## src/rtl/print_mech_pkg.sv

```systemverilog
// Shared types and constants for the thermal print-mechanism driver.
//   driver_state_e : top-level sequencing states
//   PHASE_SEQ      : stepper phase patterns {a, b, na, nb} indexed by phase index
//   HEAD_WIDTH_DEF : default dots per print line
package print_mech_pkg;

    localparam int HEAD_WIDTH_DEF = 384;

    typedef enum logic [2:0] {
        ST_IDLE,
        ST_SHIFT,
        ST_LATCH,
        ST_BURN,
        ST_STEP
    } driver_state_e;

    localparam logic [3:0] PHASE_SEQ [4] = '{4'b1100, 4'b0110, 4'b0011, 4'b1001};

endpackage

```

## src/rtl/print_mechanism_driver_stepper.sv

```systemverilog
// Stepper motor phase driver. Each step_req advances the phase index by one
// (mod 4), loads the new phase pattern and starts a dwell of STEP_CYCLES.
// step_done is high in the final cycle of the dwell.
//   clk, reset      : system clock, async active-high reset
//   step_req        : pulse, advance one step (takes priority over a running dwell)
//   phase_a/b/na/nb : registered stepper phase outputs
//   step_done       : last dwell cycle of the current step
module stepper_driver
    import print_mech_pkg::*;
#(
    parameter int STEP_CYCLES = 2000
) (
    input  logic clk,
    input  logic reset,
    input  logic step_req,
    output logic phase_a,
    output logic phase_b,
    output logic phase_na,
    output logic phase_nb,
    output logic step_done
);

    localparam int DW = $clog2(STEP_CYCLES + 1);
    localparam logic [DW-1:0] DWELL_LOAD = DW'(STEP_CYCLES - 1);

    logic [1:0]    phase_idx;
    logic [1:0]    phase_idx_next;
    logic [3:0]    pattern;
    logic [DW-1:0] dwell;
    logic          busy;

    assign phase_idx_next = phase_idx + 2'd1;

    always_ff @(posedge clk or posedge reset) begin
        if (reset) begin
            phase_idx <= 2'd0;
            pattern   <= PHASE_SEQ[0];
            dwell     <= '0;
            busy      <= 1'b0;
        end else if (step_req) begin
            phase_idx <= phase_idx_next;
            pattern   <= PHASE_SEQ[phase_idx_next];
            dwell     <= DWELL_LOAD;
            busy      <= 1'b1;
        end else if (busy) begin
            if (dwell == '0) begin
                busy <= 1'b0;
            end else begin
                dwell <= dwell - DW'(1);
            end
        end
    end

    assign step_done = busy && (dwell == '0);
    assign {phase_a, phase_b, phase_na, phase_nb} = pattern;

endmodule

```

## src/rtl/print_mechanism_driver.sv

```systemverilog
// Transmit side of the thermal print-mechanism interface. Accepts one line per
// handshake, shifts it out MSB first on mech_clk/mech_data, pulses mech_latch
// low, strobes mech_dst for the burn time, then feeds paper by LINE_STEPS
// motor steps.
//   clk, reset            : system clock, async active-high reset
//   line_valid, line_data : line handshake input (data sampled on acceptance)
//   line_ready            : idle, a line can be accepted
//   line_done             : one-cycle pulse when the paper feed completes
//   mech_clk, mech_data   : head shift clock / serial data
//   mech_latch            : head latch, active low
//   mech_dst              : head strobe, active high
//   motor_phase_*         : stepper phases
module print_mechanism_driver
    import print_mech_pkg::*;
#(
    parameter int HEAD_WIDTH   = HEAD_WIDTH_DEF,
    parameter int CLK_DIV      = 4,
    parameter int LATCH_CYCLES = 4,
    parameter int BURN_CYCLES  = 1000,
    parameter int STEP_CYCLES  = 2000,
    parameter int LINE_STEPS   = 2
) (
    input  logic                  clk,
    input  logic                  reset,
    input  logic                  line_valid,
    input  logic [HEAD_WIDTH-1:0] line_data,
    output logic                  line_ready,
    output logic                  line_done,
    output logic                  mech_clk,
    output logic                  mech_data,
    output logic                  mech_latch,
    output logic                  mech_dst,
    output logic                  motor_phase_a,
    output logic                  motor_phase_b,
    output logic                  motor_phase_na,
    output logic                  motor_phase_nb
);

    localparam int DIVW  = $clog2(CLK_DIV + 1);
    localparam int BITW  = $clog2(HEAD_WIDTH + 1);
    localparam int TMAX  = (LATCH_CYCLES > BURN_CYCLES) ? LATCH_CYCLES : BURN_CYCLES;
    localparam int TMRW  = $clog2(TMAX + 1);
    localparam int STPW  = $clog2(LINE_STEPS + 1);

    localparam logic [DIVW-1:0] DIV_LOAD   = DIVW'(CLK_DIV - 1);
    localparam logic [BITW-1:0] BIT_LAST   = BITW'(HEAD_WIDTH - 1);
    localparam logic [TMRW-1:0] LATCH_LOAD = TMRW'(LATCH_CYCLES - 1);
    localparam logic [TMRW-1:0] BURN_LOAD  = TMRW'(BURN_CYCLES - 1);
    localparam logic [STPW-1:0] STEPS_LAST = STPW'(LINE_STEPS);

    driver_state_e         state, state_next;
    logic [HEAD_WIDTH-1:0] shreg, shreg_next;
    logic [DIVW-1:0]       div_cnt, div_next;
    logic [BITW-1:0]       bit_cnt, bit_next;
    logic [TMRW-1:0]       tmr, tmr_next;
    logic [STPW-1:0]       step_cnt, step_cnt_next;
    logic                  ready_next, done_next;
    logic                  mclk_next, mdata_next, latch_next, dst_next;
    logic                  step_req, step_done;

    always_ff @(posedge clk or posedge reset) begin
        if (reset) begin
            state      <= ST_IDLE;
            shreg      <= '0;
            div_cnt    <= '0;
            bit_cnt    <= '0;
            tmr        <= '0;
            step_cnt   <= '0;
            line_ready <= 1'b1;
            line_done  <= 1'b0;
            mech_clk   <= 1'b0;
            mech_data  <= 1'b0;
            mech_latch <= 1'b1;
            mech_dst   <= 1'b0;
        end else begin
            state      <= state_next;
            shreg      <= shreg_next;
            div_cnt    <= div_next;
            bit_cnt    <= bit_next;
            tmr        <= tmr_next;
            step_cnt   <= step_cnt_next;
            line_ready <= ready_next;
            line_done  <= done_next;
            mech_clk   <= mclk_next;
            mech_data  <= mdata_next;
            mech_latch <= latch_next;
            mech_dst   <= dst_next;
        end
    end

    // Every output is computed one cycle ahead so the registered value lines
    // up with the state it belongs to.
    always_comb begin
        state_next    = state;
        shreg_next    = shreg;
        div_next      = div_cnt;
        bit_next      = bit_cnt;
        tmr_next      = tmr;
        step_cnt_next = step_cnt;
        ready_next    = line_ready;
        done_next     = 1'b0;
        mclk_next     = mech_clk;
        mdata_next    = mech_data;
        latch_next    = mech_latch;
        dst_next      = mech_dst;
        step_req      = 1'b0;

        case (state)
            ST_IDLE: begin
                if (line_valid && line_ready) begin
                    state_next = ST_SHIFT;
                    shreg_next = line_data;
                    div_next   = DIV_LOAD;
                    bit_next   = '0;
                    ready_next = 1'b0;
                    mclk_next  = 1'b0;
                    mdata_next = line_data[HEAD_WIDTH-1];
                end
            end
            ST_SHIFT: begin
                if (div_cnt != '0) begin
                    div_next = div_cnt - DIVW'(1);
                end else if (!mech_clk) begin
                    mclk_next = 1'b1;
                    div_next  = DIV_LOAD;
                end else begin
                    // falling transition: move on to the next bit or finish
                    mclk_next = 1'b0;
                    if (bit_cnt == BIT_LAST) begin
                        mdata_next = 1'b0;
                        latch_next = 1'b0;
                        tmr_next   = LATCH_LOAD;
                        state_next = ST_LATCH;
                    end else begin
                        shreg_next = shreg << 1;
                        mdata_next = shreg_next[HEAD_WIDTH-1];
                        bit_next   = bit_cnt + BITW'(1);
                        div_next   = DIV_LOAD;
                    end
                end
            end
            ST_LATCH: begin
                if (tmr != '0) begin
                    tmr_next = tmr - TMRW'(1);
                end else begin
                    latch_next = 1'b1;
                    dst_next   = 1'b1;
                    tmr_next   = BURN_LOAD;
                    state_next = ST_BURN;
                end
            end
            ST_BURN: begin
                if (tmr != '0) begin
                    tmr_next = tmr - TMRW'(1);
                end else begin
                    // first step starts on the same edge the strobe ends
                    dst_next      = 1'b0;
                    step_req      = 1'b1;
                    step_cnt_next = STPW'(1);
                    state_next    = ST_STEP;
                end
            end
            ST_STEP: begin
                if (step_done) begin
                    if (step_cnt == STEPS_LAST) begin
                        done_next  = 1'b1;
                        ready_next = 1'b1;
                        state_next = ST_IDLE;
                    end else begin
                        step_req      = 1'b1;
                        step_cnt_next = step_cnt + STPW'(1);
                    end
                end
            end
            default: begin
                state_next = ST_IDLE;
            end
        endcase
    end

    stepper_driver #(
        .STEP_CYCLES(STEP_CYCLES)
    ) u_stepper (
        .clk       (clk),
        .reset     (reset),
        .step_req  (step_req),
        .phase_a   (motor_phase_a),
        .phase_b   (motor_phase_b),
        .phase_na  (motor_phase_na),
        .phase_nb  (motor_phase_nb),
        .step_done (step_done)
    );

endmodule
```

## config.mk

```make
export PLATFORM = sky130hd
export DESIGN_NAME = print_mechanism_driver
export DESIGN_NICKNAME = d
export VERILOG_FILES = /design/src/rtl/print_mech_pkg.sv /design/src/rtl/print_mechanism_driver_stepper.sv /design/src/rtl/print_mechanism_driver.sv
export SDC_FILE = /design/constraint.sdc
export NUM_CORES = 1
export LEC_CHECK = 0
export ABC_AREA = 1
export CORE_ASPECT_RATIO = 1.25
export CORE_MARGIN = 2
export CORE_UTILIZATION = 36
export DETAILED_ROUTE_END_ITERATION = 12
export PLACE_DENSITY = 0.58
export SYNTH_ARGS = -nofsm -noshare
export SYNTH_HDL_FRONTEND = slang
export SYNTH_SLANG_ARGS = --single-unit
```

## constraint.sdc

```tcl
create_clock -name clk -period 24.1 [get_ports clk]
set_input_delay 7.23 -clock clk [delete_from_list [all_inputs] [get_ports clk]]
set_output_delay 7.23 -clock clk [all_outputs]
set_load 0.01 [all_outputs]
```

==> metrics.yaml <==
cts_hold_buf: 0
cts_tree: "done"
synth_compound_area_share_pct: 10.2
synth_top_area_share_pct: 52.8
start_util_pct: 36.4
die-area_mm2: 0.0584
place_congestion: 0.785
post_dp_cell_area_mm2: 0.0248
synth-edff-count: 0
io_buffers: 396
slowest_delay_ns: 0.99
synthCells: 2084
yosysSeqAreaShare_pct: 53.3
arrival_ns: 11.87
nets: 2809
path_buf_inv: 4
dp.cells: 3106
cp_max_fo: 124
status: "completed"
synth_largest_area_cell: "dfrtp_1"
cts_root_buf: "clkbuf_16"
synth_mux_area_share_pct: 18.8
fmax_ghz: 0.0880
fin_total_pwr_mw: 3.37
post-route-period-util_pct: 47.2
critPathKind: "input pin to flip-flop"
insertion_delay_ns: 0.59
grt_max_degree: 242
die_w_um: 217
avgSynthCellArea_um2: 9.76
critPathSlowestCell: "buf_4"
synth.yosys.warnings: 0
synth_area_leaders: "dfrtp_1 (53%), mux2i_1 (19%), nand2_1 (9.6%)"
drive_above_1_share_pct: 4.69
rows: 97
dpl.hpwl_um: 35000
fin_tns_setup_ns: 0
path_cells: "clkdlybuf4s50_1, nand3_1, nand2_1, nand2_1, nor2_2, nand2_4, buf_4, buf_4, buf_4, nand2_1, o21ai_1"
cp_top_family: "buffers and inverters"
gr-total-overflow: 0
hold_slack_ns: 0.462
remaining_drc_errors: 0
fin_skew_ns: 0.0263
grt_pass1_vias: 15475
cts_buffers: 48
crit_path_start_kind: "input pin"
p_leak_nw: 11.8
end_kind: "flip-flop"
firstDrtPassIters: 6
synth_area_mm2: 0.0203
core-area_mm2: 0.0559
yosys.area_share.xor_xnor_pct: 0.603
vdd_drop_max_mv: 0.0955
wl_per_cell_um: 16.2
pin_count: 397
worst_slack_ns: 12.73
first_iter_violations: 1064
relSlewSlack_pct: 25.3
grt_setup_unrepaired: "false"
dp_slack_ns: 12.23
clock_path_buffers: 3
worstPathRequired_ns: 24.60
power_density_mw_per_mm2: 127
synth_flop_cell: "dfrtp_1"
clock-sinks: 433
yosysUniqueCellTypes: 28
ys_ff_latch: 433
groute.usage.overall_pct: 17.4
die_y_um: 270
synth_nets: 2479
ys_async_sr_fraction_pct: 100
hold_path.class: "flip-flop to flip-flop"
synthSimpleGateAreaFrac_pct: 12.6
routed-via-count: 15505
viasPerCell: 4.83
synth_top_family_by_area: "multiplexers"
wl_um: 52000
hold_viol_final: 0
maxSlewViolCount: 0
antenna_left: 0
cts_resized: 0
setup_viol: 0
htree_levels: 2
path_clk_slew_ns: 0.06
synth_fa_ha_area_share_pct: 0.492
post-route-util_pct: 47.3
syn_to_final_growth_pct: 30.1
worstMarginPinSlew_ns: 1.12
max_cap_violations: 0
antenna_found_initial: 17
instances_no_fill: 3209
grt_pass1_wl_um: 82900
period_minus_slack_ns: 11.37
cts_setup_buffers: 0
fin_area_mm2: 0.0265
## area by class of cell
| type | instances | area, um^2 |
|---|---|---|
| Multi-Input combinational cell | 1463 | 8680 |
| Clock buffer | 62 | 1360 |
| Tap cell | 742 | 928 |
| Clock inverter | 27 | 298 |
| Antenna cell | 14 | 35.0 |
| Inverter | 57 | 221 |
| Fill cell | 5282 | 29500 |
| Timing Repair Buffer | 411 | 4110 |
| Sequential cell | 433 | 10800 |
## report_power, final
group / internal (mW) / switching [mW]
clock network: 0.461 / 0.308
registers: 1.07 / 0.186
logic: 0.570 / 0.772
## flip-flops by register name, indices dropped and copies added (netlist names)
signal / cells
bit_cnt: 9
div_cnt: 3
line_done: 1
line_ready: 1
mech_clk: 1
mech_data: 1
mech_dst: 1
mech_latch: 1
shreg: 383
state: 3
step_cnt: 2
tmr: 10
u_stepper.busy: 1
u_stepper.dwell: 11
u_stepper.pattern: 4
u_stepper.phase_idx: 1
## cells in the final DEF, fill, tap and decap left out, drive strengths merged, types with 3 or more instances in the layout
cell	instances
xor2	12
o21ai	409
a21oi	3
clkbuf	62
clkinv	18
ha	8
bufinv	6
clkdlybuf4s50	396
inv	58
buf	15
nand3	44
nor2	54
diode	14
nand4	9
nand3b	3
or2	5
nor3	10
dfrtp	429
nand2	519
dfstp	4
mux2i	382
## worst paths after layout
| kind | from | endpoint | slack [ns] | depth (start not counted) |
|---|---|---|---|---|
| max | line_valid | shreg[197] | 12.73 | 11 |
| min | u_stepper.pattern[3] | u_stepper.pattern[3] | 0.46 | 2 |
| max reg2reg | state[2] | shreg[197] | 18.11 | 11 |
| min reg2reg | u_stepper.pattern[3] | u_stepper.pattern[3] | 0.46 | 2 |
| max in group asynchronous | reset | mech_data | 13.76 | 5 |
| min in group asynchronous | reset | shreg[150] | 7.16 | 2 |
## logic make-up (layout without fill, tap and decap cells)
family / count (synthesis) / after routing
AO/OA/AOI/OAI: 414 / 414
flip-flops: 433 / 433
adder cells (fa/ha/maj): 8 / 8
multiplexers: 382 / 382
AND/OR/NAND/NOR: 645 / 645
buffers and inverters: 188 / 557
XOR/XNOR: 14 / 14
other: 0 / 14
## Yosys cell counts (all sizes together), types with 3 or more instances
cell type	instances
mux2i	382
clkbuf	68
buf	63
ha	8
inv	56
dfrtp	429
dfstp	4
nand3	44
a21oi	3
or2	5
nand2	519
nor3	10
nand3b	3
o21ai	409
xor2	12
nand4	9
nor2	54
## tightest hold or removal path: stages, from the launching register on
cell     delay, ns
dfstp_2       0.36
nand2_1       0.05
nand2_1       0.04
## layer usage
layer	up-vias	share of wire (%)	track usage (%)
li1	7733	-	-
met1	7352	44	22.8
met2	334	48	27.9
met3	76	6.1	4.48
met4	10	2.5	6.31
met5	-	0.12	0
Power figures use the tool's default switching activity.
==> patch 1 (same settings) <==
Encoding of `driver_state_e`: now one-hot (5 bits for 5 states).
--- a/src/rtl/print_mech_pkg.sv
+++ b/src/rtl/print_mech_pkg.sv
@@ -8,8 +8,8 @@
 
-    typedef enum logic [2:0] {
-        ST_IDLE,
-        ST_SHIFT,
-        ST_LATCH,
-        ST_BURN,
-        ST_STEP
+    typedef enum logic [4:0] {
+        ST_IDLE  = 5'b00001,
+        ST_SHIFT = 5'b00010,
+        ST_LATCH = 5'b00100,
+        ST_BURN  = 5'b01000,
+        ST_STEP  = 5'b10000
     } driver_state_e;
Function: no difference found for any inputs over 4 cycles, from zero or initial values and one cycle with reset high; so few cycles prove little.
==> patch 1 against the unedited design <==
  * First-iteration DRC count up 55%
  * Routed wire length is 28% higher
  * Worst hold slack better by 0.0059 ns
  * Setup slack improved by 0.98 ns
  * Die area up 12%
  * Via count is 38% higher
  * Design area up 8.3%
  * Critical endpoint is now shreg[302]
  * Synthesized area up 12%
  * Sequential cell count rose by 2
Power is not compared: it rests on default switching activity, and its combinational part moved more than twofold at a synthesized area within 25%.
==> patch 1: results (changes against the unedited design) <==
| Metric | Value |
|---|---|
| FILL cells | `6548 (was 5282)` |
| First-pass GRT wire length | `109 mm (was 82.9 mm)` |
| Max VDD drop | `0.0455 mV` |
| Dpl hpwl | `40.0 mm (was 35.0 mm)` |
| H-tree depth | `2 (unchanged)` |
| Hold Startpoint | `shreg[15] (was u_stepper.pattern[3])` |
| First DRT Iteration DRCs | `1651 (was 1064)` |
| Worst slew pin tran | `1.08 ns (was 1.12 ns)` |
| Register area share after synthesis | `0.477 (was 0.533)` |
| Reg-to-reg endpoint | `shreg[302] (was shreg[197])` |
| Post-CTS setup buffer count | `0 (unchanged)` |
| CTS Buffer Depth | `3 (unchanged)` |
| Area contributors post-synth | `dfrtp_1 (47%), nand2_1 (34%), nand3_1 (9.6%) (was dfrtp_1 (53%), mux2i_1 (19%), nand2_1 (9.6%))` |
| WHS Endpoint | `shreg[15] (was u_stepper.pattern[3])` |
| Status | `completed (unchanged)` |
| Via count | `21400 (was 15500)` |
| Leading registers by flop count | `shreg (383), u_stepper.dwell (11), tmr (10) (unchanged)` |
| HP Class | `reg -> reg (unchanged)` |
| Crit path DAT | `10.90 ns (was 11.87 ns)` |
| Ratio of cells with drive above 1 in the final layout | `0.0327 (was 0.0469)` |
| R2R cell count | `9 (was 11)` |
| Mapped Nets | `3744 (was 2479)` |
| Total wire length | `66.5 mm (was 52.0 mm)` |
| Gp weighted congestion | `0.801 (was 0.785)` |
| Layout Nets | `3995 (was 2809)` |
| GRT Total Usage | `0.201 (was 0.174)` |
| Clk Latency, worst-skew pair | `0.57 ns (was 0.59 ns)` |
| Synth cell count leaders | `nand2_1 (2073), nand3_1 (439), dfrtp_1 (430), buf_2 (137), clkbuf_1 (73) (was nand2_1 (519), dfrtp_1 (429), mux2i_1 (382), o21ai_0 (209), o21ai_1 (200))` |
| Pleak | `15.9 nW` |
| Initial antenna violation count | `10 (was 17)` |
| Yosys warns | `0 (unchanged)` |
| Vias in the first global route | `20600 (was 15500)` |
| FF-to-FF Start | `state[3] (was state[2])` |
| Worst Hold Path Cells | `2 (unchanged)` |
| Pre-CTS WS | `12.96 ns (was 12.23 ns)` |
| Post-synth top flop | `dfrtp_1 (unchanged)` |
| Largest net degree at the start of global routing | `213 (was 242)` |
| Worst R2R Setup Slack | `18.84 ns (was 18.11 ns)` |
| Port Buffers | `396 (unchanged)` |
| Post-synth ARST share | `1.00 (unchanged)` |
| Distinct cells, synth | `28 (unchanged)` |
| Cts repair resizes | `0 (unchanged)` |
| 1st-pass router iterations | `5 (was 6)` |
| Reg clk slew, reported paths | `0.06 ns (about the same)` |
| Setup Skew | `0.0100 ns (was 0.0263 ns)` |
| Num CTS Buffers | `48 (unchanged)` |
| Clk root buf | `clkbuf_16 (unchanged)` |
| Critical path peak fanout | `142 (was 124)` |
patch 1: final cells by class:
| class | instances | area [um^2] | share of cell area |
|---|---|---|---|
| multi-input cells | 2638 | 10700 | 0.374 |
| flip-flops and latches | 435 | 10900 | 0.380 |
| inverters | 59 | 236 | 0.00825 |
| clock inverters | 16 | 163 | 0.00567 |
| diodes | 6 | 15.0 | 0.000524 |
| repair buffers | 418 | 4150 | 0.145 |
| well taps | 840 | 1050 | 0.0367 |
| clock buffers | 72 | 1430 | 0.0500 |
patch 1: through the flow:
step	std cells	instance area (um^2)	total power, mW	hold slack (ns)
2_1_floorplan	3349	22800	0.782	0.442
3_3_place_gp	4390	27100	0.859	0.453
3_5_place_dp	4390	27100	0.858	0.458
4_1_cts	4478	28700	1.62	0.472
5_1_grt	4483	28700	1.66	0.485
6_report	4484	28700	1.60	0.467
patch 1: layer usage:
layer	share of wire	vias to the layer above	routed length (um)	GRT usage
li1	-	10900	-	-
met1	0.46	9986	30300	0.277
met2	0.47	435	31600	0.330
met3	0.049	78	3270	0.0336
met4	0.020	8	1350	0.0498
met5	0.00081	-	54	0
patch 1: power breakdown:
part / internal, mW / switching [mW] / total (mW) / leakage (nW)
Sequential: 0.730 / 0 / 0.730 / 6.05
Combinational: 0.0689 / 0.0442 / 0.113 / 9.06
Clock: 0.442 / 0.310 / 0.752 / 0.785
patch 1: cell families after synthesis:
group                      synth area share
adders and majority gates           0.00439
AOI/OAI and AO/OA                   0.00631
xor gates and xnor gates            0.00307
and+or+nand+nor                       0.455
DFF                                   0.477
buffers and inverters                0.0541
patch 1: worst max-delay path by stage:
stage / start / endpoint / slack, ns / depth (start not counted)
floorplan: reset / bit_cnt[0] / 4.76 / 1
detailed placement: line_valid / shreg[266] / 12.96 / 11
global route: line_valid / shreg[266] / 13.24 / 11
CTS: line_valid / shreg[302] / 13.54 / 11
finish: line_valid / shreg[302] / 13.71 / 11
global placement: line_valid / shreg[250] / 12.99 / 11
patch 1: worst max-delay path: stages:
cell and delay [ns]:
clkdlybuf4s50_1 0.44, nand2_1 0.08, nand2_1 0.10, nand2_1 0.14, nor2_4 0.03, buf_4 0.30
nand2_8 0.58, buf_4 0.72, buf_4 0.94, nand2_1 0.14, nand2_1 0.12
==> patch 2 (same flow settings) <==
Without the edit above. `LINE_STEPS`: 2 -> 1.
--- a/src/rtl/print_mechanism_driver.sv
+++ b/src/rtl/print_mechanism_driver.sv
@@ -20,3 +20,3 @@
     parameter int STEP_CYCLES  = 2000,
-    parameter int LINE_STEPS   = 2
+    parameter int LINE_STEPS   = 1
 ) (
Function: not settled (the Yosys comparison gave no result); the edit may change what the design does.
==> patch 2 against the unedited design <==
  * Sequential cell count shrank 1
  * Design area is 2.5% higher
  * Maximum frequency down 3.0%
  * Routed wire length up 5.8%
  * Setup slack got worse by 0.35 ns
  * Synthesized area is 5.2% higher
  * Global-route usage grew 0.27 points
  * Cell count grew 23%
Power is not compared: it rests on default switching activity, and its combinational part moved more than twofold at a synthesized area within 25%.
==> patch 2: results (changes against the unedited design) <==
| Metric | Value |
|---|---|
| Status | `completed (unchanged)` |
| Ratio of cells with drive above 1 in the final layout | `0.0327 (was 0.0469)` |
| FF+latch area | `10800 um^2 (about the same)` |
| Reg-to-reg endpoint | `shreg[133] (was shreg[197])` |
| Initial antenna violation count | `12 (was 17)` |
| Synth cell count leaders | `nand2_1 (883), o21ai_0 (660), inv_1 (431), dfrtp_1 (428), o21ai_1 (129) (was nand2_1 (519), dfrtp_1 (429), mux2i_1 (382), o21ai_0 (209), o21ai_1 (200))` |
| Signal inverters | `436 (was 57)` |
| Slew HR | `0.249 (was 0.253)` |
| Vias in the first global route | `18400 (was 15500)` |
| R2R cell count | `10 (was 11)` |
| Pre-CTS WS | `11.78 ns (was 12.23 ns)` |
| Setup Skew | `0.0286 ns (was 0.0263 ns)` |
| ClkCell Share | `0.0564 (was 0.0624)` |
| Per-cell routed wire length | `14.0 um (was 16.2 um)` |
| Multi-input gate area | `8080 um^2 (was 8680 um^2)` |
| Clk Latency, worst-skew pair | `0.58 ns` |
| Layout Nets | `3535 (was 2809)` |
| Multi-input gates | `1813 (was 1463)` |
| Register area share after synthesis | `0.506 (was 0.533)` |
| Distinct cells, synth | `33 (was 28)` |
| FILL cells | `5880 (was 5282)` |
| Crit path DAT | `12.13 ns (was 11.87 ns)` |
| Dpl hpwl | `37.5 mm (was 35.0 mm)` |
| Gp weighted congestion | `0.813 (was 0.785)` |
| Post-Synth XOR/XNOR Area | `0.00491 (was 0.00603)` |
| Compound-Gate Fraction of Synth Area | `0.188 (was 0.102)` |
| GRT Total Usage | `0.177 (was 0.174)` |
| Post-DP Area | `25600 um^2 (was 24800 um^2)` |
| Critical path peak fanout | `131 (was 124)` |
| Hold_ws | `0.468 ns (was 0.462 ns)` |
| Largest net degree at the start of global routing | `231 (was 242)` |
| Mapped Nets | `3250 (was 2479)` |
| First DRT Iteration DRCs | `1504 (was 1064)` |
| Inserted Diodes | `8 (was 14)` |
| Fin cells | `3942 (was 3209)` |
| Non-clock buffer count | `412 (was 411)` |
| CTS sink count | `432 (was 433)` |
| Num CTS Buffers | `47 (was 48)` |
| Clock buffer cells | `71 (was 62)` |
| Area contributors post-synth | `dfrtp_1 (50%), nand2_1 (15%), o21ai_0 (15%) (was dfrtp_1 (53%), mux2i_1 (19%), nand2_1 (9.6%))` |
| Worst R2R Setup Slack | `18.78 ns (was 18.11 ns)` |
| 1st-pass router iterations | `5 (was 6)` |
| Post-synthesis adder-cell area fraction | `0.00351 (was 0.00492)` |
patch 2: cell types whose count changed after synthesis, moves of 7 or more:
cell,unedited run,this run
buf_2,27,105
nand2_1,519,883
inv_1,54,431
o21ai_0,209,660
nor2_1,52,42
buf_4,23,16
buf_1,13,0
o21ai_1,200,129
mux2i_1,382,0
clkbuf_1,68,53
patch 2: worst max-delay path by stage:
stage	startpoint	to	slack (ns)	depth (start not counted)
2_1_floorplan	reset	bit_cnt[0]	4.84	1
3_3_place_gp	line_valid	shreg[137]	11.93	9
3_5_place_dp	line_valid	shreg[180]	11.78	9
4_1_cts	line_valid	shreg[180]	12.42	9
5_1_grt	line_valid	shreg[180]	11.87	9
6_report	line_valid	shreg[133]	12.38	9
patch 2: metal layers:
layer  track usage  share of wire
met5             0         0.0012
met4        0.0605          0.025
met3        0.0326          0.046
met2         0.302           0.49
met1         0.225           0.44
